File: config.mk
export PLATFORM = sky130hd
export DESIGN_NAME = buffer_skew_reader
export DESIGN_NICKNAME = d
export VERILOG_FILES = /design/src/rtl/cnn_buffer_pkg.sv /design/src/rtl/lane_skew_delay.sv /design/src/rtl/buffer_skew_reader.sv
export SDC_FILE = /design/constraint.sdc
export NUM_CORES = 1
export LEC_CHECK = 0
export CAP_MARGIN = 20
export CORE_ASPECT_RATIO = 0.5
export CORE_MARGIN = 2
export CORE_UTILIZATION = 25
export DETAILED_ROUTE_END_ITERATION = 8
export MAX_ROUTING_LAYER = met4
export PLACE_DENSITY = 0.4
export SLEW_MARGIN = 20
export SYNTH_ARGS = -nofsm -noshare
export SYNTH_HDL_FRONTEND = slang
export SYNTH_SLANG_ARGS = --single-unit
File: constraint.sdc
create_clock -name clk -period 7.5 [get_ports clk]
set_input_delay 1.5 -clock clk [delete_from_list [all_inputs] [get_ports clk]]
set_output_delay 1.5 -clock clk [all_outputs]
set_load 0.02 [all_outputs]
File: src/rtl/cnn_buffer_pkg.sv
// Shared constants and types for the CNN buffer RAM array (read and write sides).
package cnn_buffer_pkg;

  localparam int ADDR_WIDTH = 14;
  localparam int ARRAY_SIZE = 9;
  localparam int DATA_SIZE  = 16;

  typedef enum logic [1:0] {
    IDLE  = 2'd0,
    READ  = 2'd1,
    DRAIN = 2'd2
  } rd_state_e;

endpackage

File: src/rtl/lane_skew_delay.sv
// Fixed-depth register chain carrying one lane word and its valid flag.
module lane_skew_delay #(
  parameter int DEPTH = 1,
  parameter int WIDTH = 16
) (
  input  logic             clk,
  input  logic             rst_n,
  input  logic [WIDTH-1:0] data_i,
  input  logic             valid_i,
  output logic [WIDTH-1:0] data_o,
  output logic             valid_o
);

  logic [WIDTH-1:0] data_q [DEPTH];
  logic [DEPTH-1:0] valid_q;

  always_ff @(posedge clk or negedge rst_n) begin
    if (!rst_n) begin
      for (int s = 0; s < DEPTH; s++) begin
        data_q[s] <= '0;
      end
      valid_q <= '0;
    end else begin
      data_q[0]  <= data_i;
      valid_q[0] <= valid_i;
      for (int s = 1; s < DEPTH; s++) begin
        data_q[s]  <= data_q[s-1];
        valid_q[s] <= valid_q[s-1];
      end
    end
  end

  assign data_o  = data_q[DEPTH-1];
  assign valid_o = valid_q[DEPTH-1];

endmodule

File: src/rtl/buffer_skew_reader.sv
// Read sequencer for the buffer RAM banks: issues consecutive row addresses,
// realigns bank data after the RAM latency and skews lane i by i cycles.
module buffer_skew_reader
  import cnn_buffer_pkg::*;
#(
  parameter int array_size   = ARRAY_SIZE,
  parameter int data_size    = DATA_SIZE,
  parameter int addr_width   = ADDR_WIDTH,
  parameter int read_latency = 1
) (
  input  logic                             clk,
  input  logic                             rst_n,
  input  logic                             start,
  input  logic [addr_width-1:0]            base_addr,
  input  logic [addr_width:0]              length,
  output logic [addr_width-1:0]            addrb,
  input  logic [array_size*data_size-1:0]  bus2,
  output logic [array_size*data_size-1:0]  feed_data,
  output logic [array_size-1:0]            feed_valid,
  output logic                             busy,
  output logic                             done,
  output rd_state_e                        state_o
);

  // DRAIN covers the latency pipe plus the deepest skew chain.
  localparam int DRAIN_CYCLES = read_latency + array_size;
  localparam int DRAIN_W      = $clog2(DRAIN_CYCLES + 1);
  localparam logic [DRAIN_W-1:0] DRAIN_LOAD = DRAIN_W'(DRAIN_CYCLES - 1);

  rd_state_e                state_q;
  logic [addr_width-1:0]    base_q;
  logic [addr_width-1:0]    addrb_q;
  logic [addr_width-1:0]    addr_d;
  logic [addr_width:0]      len_q;
  logic [addr_width:0]      k_q;
  logic [DRAIN_W-1:0]       drain_q;
  logic                     issue_q;
  logic                     busy_q;
  logic                     done_q;
  logic [read_latency-1:0]  lat_q;
  logic                     aligned_valid;

  assign addr_d = base_q + k_q[addr_width-1:0];

  // busy_q stays high in the done cycle, so a start there is ignored.
  always_ff @(posedge clk or negedge rst_n) begin
    if (!rst_n) begin
      state_q <= IDLE;
      base_q  <= '0;
      addrb_q <= '0;
      len_q   <= '0;
      k_q     <= '0;
      drain_q <= '0;
      issue_q <= 1'b0;
      busy_q  <= 1'b0;
      done_q  <= 1'b0;
    end else begin
      done_q <= 1'b0;
      case (state_q)
        IDLE: begin
          issue_q <= 1'b0;
          if (busy_q) begin
            busy_q <= 1'b0;
          end else if (start) begin
            busy_q <= 1'b1;
            if (length == '0) begin
              done_q <= 1'b1;
            end else begin
              state_q <= READ;
              base_q  <= base_addr;
              len_q   <= length;
              addrb_q <= base_addr;
              k_q     <= {{addr_width{1'b0}}, 1'b1};
              issue_q <= 1'b1;
            end
          end
        end
        READ: begin
          if (k_q == len_q) begin
            state_q <= DRAIN;
            issue_q <= 1'b0;
            drain_q <= DRAIN_LOAD;
          end else begin
            addrb_q <= addr_d;
            k_q     <= k_q + 1'b1;
            issue_q <= 1'b1;
          end
        end
        DRAIN: begin
          if (drain_q == '0) begin
            state_q <= IDLE;
            done_q  <= 1'b1;
          end else begin
            drain_q <= drain_q - 1'b1;
          end
        end
        default: state_q <= IDLE;
      endcase
    end
  end

  always_ff @(posedge clk or negedge rst_n) begin
    if (!rst_n) begin
      lat_q <= '0;
    end else begin
      lat_q[0] <= issue_q;
      for (int s = 1; s < read_latency; s++) begin
        lat_q[s] <= lat_q[s-1];
      end
    end
  end

  assign aligned_valid = lat_q[read_latency-1];

  for (genvar i = 0; i < array_size; i++) begin : g_lane
    logic [data_size-1:0] lane_data;
    logic                 lane_valid;

    lane_skew_delay #(
      .DEPTH(i + 1),
      .WIDTH(data_size)
    ) u_skew (
      .clk     (clk),
      .rst_n   (rst_n),
      .data_i  (bus2[i*data_size +: data_size]),
      .valid_i (aligned_valid),
      .data_o  (lane_data),
      .valid_o (lane_valid)
    );

    assign feed_valid[i]                       = lane_valid;
    assign feed_data[i*data_size +: data_size] = lane_valid ? lane_data : '0;
  end

  assign addrb   = addrb_q;
  assign busy    = busy_q;
  assign done    = done_q;
  assign state_o = state_q;

endmodule
==> results.ini <==
[power]
p_leak_nw=13.3
ir_drop_v=0.000148
total_power_mw=10.9
power_density_mw_per_mm2=358

[route]
vias=11000
wl_um=47300
dr.pass1.iters=5
wl_per_cell_um=15.7
drtIter0Drc=800
drc=0
viasPerCell=3.67
ant_nets=0

[clock_network]
cts-root-buf=clkbuf_16
clk_pin_slew_ps=60
cts_tree=built
cts-resized-gates=0
cts.path.max_buffers=3
cts_buffers=76
postCtsSetupBuffers=0
insertion_delay_ps=640
cts.htree.levels=3
clock_sinks=797
cts_hold_buf=0

[floorplan]
rows=78
dieArea_mm2=0.0944
die_y_um=218
die_x_um=433
initial_core_util_pct=25.3
io_pins=347
core_region_area_mm2=0.0909

[cells_and_area]
nNetsFinal=1898
layout-drive-gt1-share_pct=8.32
area_delta_synth_final_pct=32.7
diodes=0
final_common_cell=dfrtp_1
final_cell_mix=dfrtp_1, clkdlybuf4s50_1, and2_1, nand2_1, clkbuf_16
utilization_pct=33.5

[synthesis]
synthCells=1306
async_reset_ff_share_pct=100
synth_adder_area_share_pct=0.904
synthFlopType=dfrtp_1
synthSimpleGateAreaFrac_pct=7.50
synthMuxAreaShare_pct=0.311
synth_warnings=0
avgSynthCellArea_um2=17.6
synth_fp_nets=1498
yosys_register_bits=797
synth_area_leaders=dfrtp_1, and2_1, nand2_1
netlist.top_cell.by_area=dfrtp_1
synth_enable_flop_cells=0
synth_cell_types=50
synth-xor-area-share_pct=0.839
synth_area_mm2=0.0230
yosysSeqAreaShare_pct=86.9
synth_compound_area_share_pct=2.44
synth_top_cell_area_share_pct=86.9
synth_top_family_by_area=simple AND/OR/NAND/NOR gates

[grt]
met1_usage_pct=12.3
grt_first_pass_wirelength_um=73000
grt_max_degree=172
grt_use_met2_pct=17.7
track_usage_pct=10.6
antenna_found_initial=0
grt_overflow=0
grt_pass1_vias=11800
grt.met3_usage_pct=2.65
grt.busiest_layer=met2

[sta]
slew_violations=0
finalHoldViolCount=0
relSlewSlack_pct=38.8
period_minus_slack_ps=3940
rsz0062_at_grt=no
clock.fmax_mhz=254
tightest_slew_ps=917
setup_violations=0
worst_clock_skew_ps=18.5
tns_ps=0
finalCritPeriodShare_pct=52.5

[placed_design]
dp_hpwl_um=30600
place_congestion=0.769
portBuffers=346

[critical_path]
worst-path-max-fanout=18
crit_path_start_kind=flip-flop
r2r_slack_ps=4570
critical_path_class=flip-flop to primary output
critPathRequiredTime_ps=6000
worstPathArrival_ps=2440
cp-end-kind=primary output

[run]
drv_cap=0

[outcome]
status=finished, final reports clean

[min_path]
hp-class=flip-flop to flip-flop

==> synth_stat cells (2+ instances only) <==
library cell / count
buf_4: 11
a21o_1: 5
dfrtp_1: 797
clkbuf_1: 21
buf_6: 3
nor3_1: 7
o211ai_1: 2
nor4_1: 10
and3_1: 3
nand2b_1: 5
o41ai_1: 3
nor2_1: 15
o21a_1: 2
xor2_1: 7
a21oi_1: 25
a32o_1: 2
nand2_1: 111
o22ai_1: 9
a22oi_1: 2
inv_1: 16
o221a_2: 2
ha_1: 15
and2_1: 145
nand3_1: 9
nand4_1: 7
o21ai_0: 14
mux2i_1: 6
o31ai_1: 7
or4_1: 5
o311ai_0: 2
or3_1: 5
xnor2_1: 15
==> registers in the layout, indices dropped and copies added (netlist names), 2 cells and up <==
| name | cells |
|---|---|
| addrb | 14 |
| g_lane.u_skew.valid_q | 9 |
| g_lane.u_skew.data_o | 144 |
| k_q | 15 |
| base_q | 14 |
| g_lane.u_skew.data_q | 576 |
| len_q | 15 |
| state_o | 2 |
| drain_q | 4 |
==> kinds of logic (layout without fill, tap and decap cells) <==
group,count (synthesis),in the layout
xor+xnor,22,22
compound gates,84,84
flops,797,797
fa+ha+maj,16,16
mux,7,7
buf+inv,53,513
simple gates,327,327
==> report_power, final <==
group / total, mW / switching (mW) / leakage (nW) / internal (mW)
sequential: 4.98 / 0.319 / 9.35 / 4.66
combinational: 2.02 / 1.10 / 2.67 / 0.919
clock: 3.90 / 1.66 / 1.26 / 2.24
total: 10.9 / 3.08 / 13.3 / 7.82
==> worst paths after layout <==
kind,from,endpoint,cells after the start
min in group asynchronous,rst_n,g_lane[7].u_skew.data_q[92]$_DFF_PN0_,1
hold / removal,g_lane[8].u_skew.data_q[85]$_DFF_PN0_,g_lane[8].u_skew.data_q[69]$_DFF_PN0_,0
max in group asynchronous,rst_n,k_q[14]$_DFFE_PN0P_,3
setup reg to reg,k_q[0]$_DFFE_PN0P_,addrb[8]$_DFFE_PN0P_,8
hold reg to reg,g_lane[8].u_skew.data_q[85]$_DFF_PN0_,g_lane[8].u_skew.data_q[69]$_DFF_PN0_,0
setup / recovery,g_lane[8].u_skew.valid_q[5]$_DFF_PN0_,feed_data[91],2
==> metal layers <==
metal / routed length (um) / vias to the layer above
met1: 18900 / 5772
met4: 1360 / 0
met3: 2060 / 82
met5: 0 / -
li1: - / 4995
met2: 25000 / 177
==> through the flow <==
stage | cells | setup WS (ps) | instance area (um2) | hold WS [ps]
floorplan | 1306 | 4630 | 23000 | 331
global route | 3006 | 3310 | 30500 | 340
finish | 3006 | 3560 | 30500 | 332
CTS | 3006 | 3340 | 30500 | 333
global placement | 2868 | 2870 | 27900 | 331
detailed placement | 2868 | 2830 | 27900 | 335
==> critical path: stages, from the launching register on <==
cell and delay, ps:
dfrtp_1 900, and2_1 240, clkdlybuf4s50_1 660
==> layout make-up <==
cell class              instances  area, um2
fillers                      8809      60400
flip-flops and latches        797      19900
repair buffers                358       3600
multi-input cells             456       2760
clock buffers                 108       2250
well taps                    1240       1550
clock inverters                30        308
inverters                      17       63.8
Power figures use the tool's default switching activity.
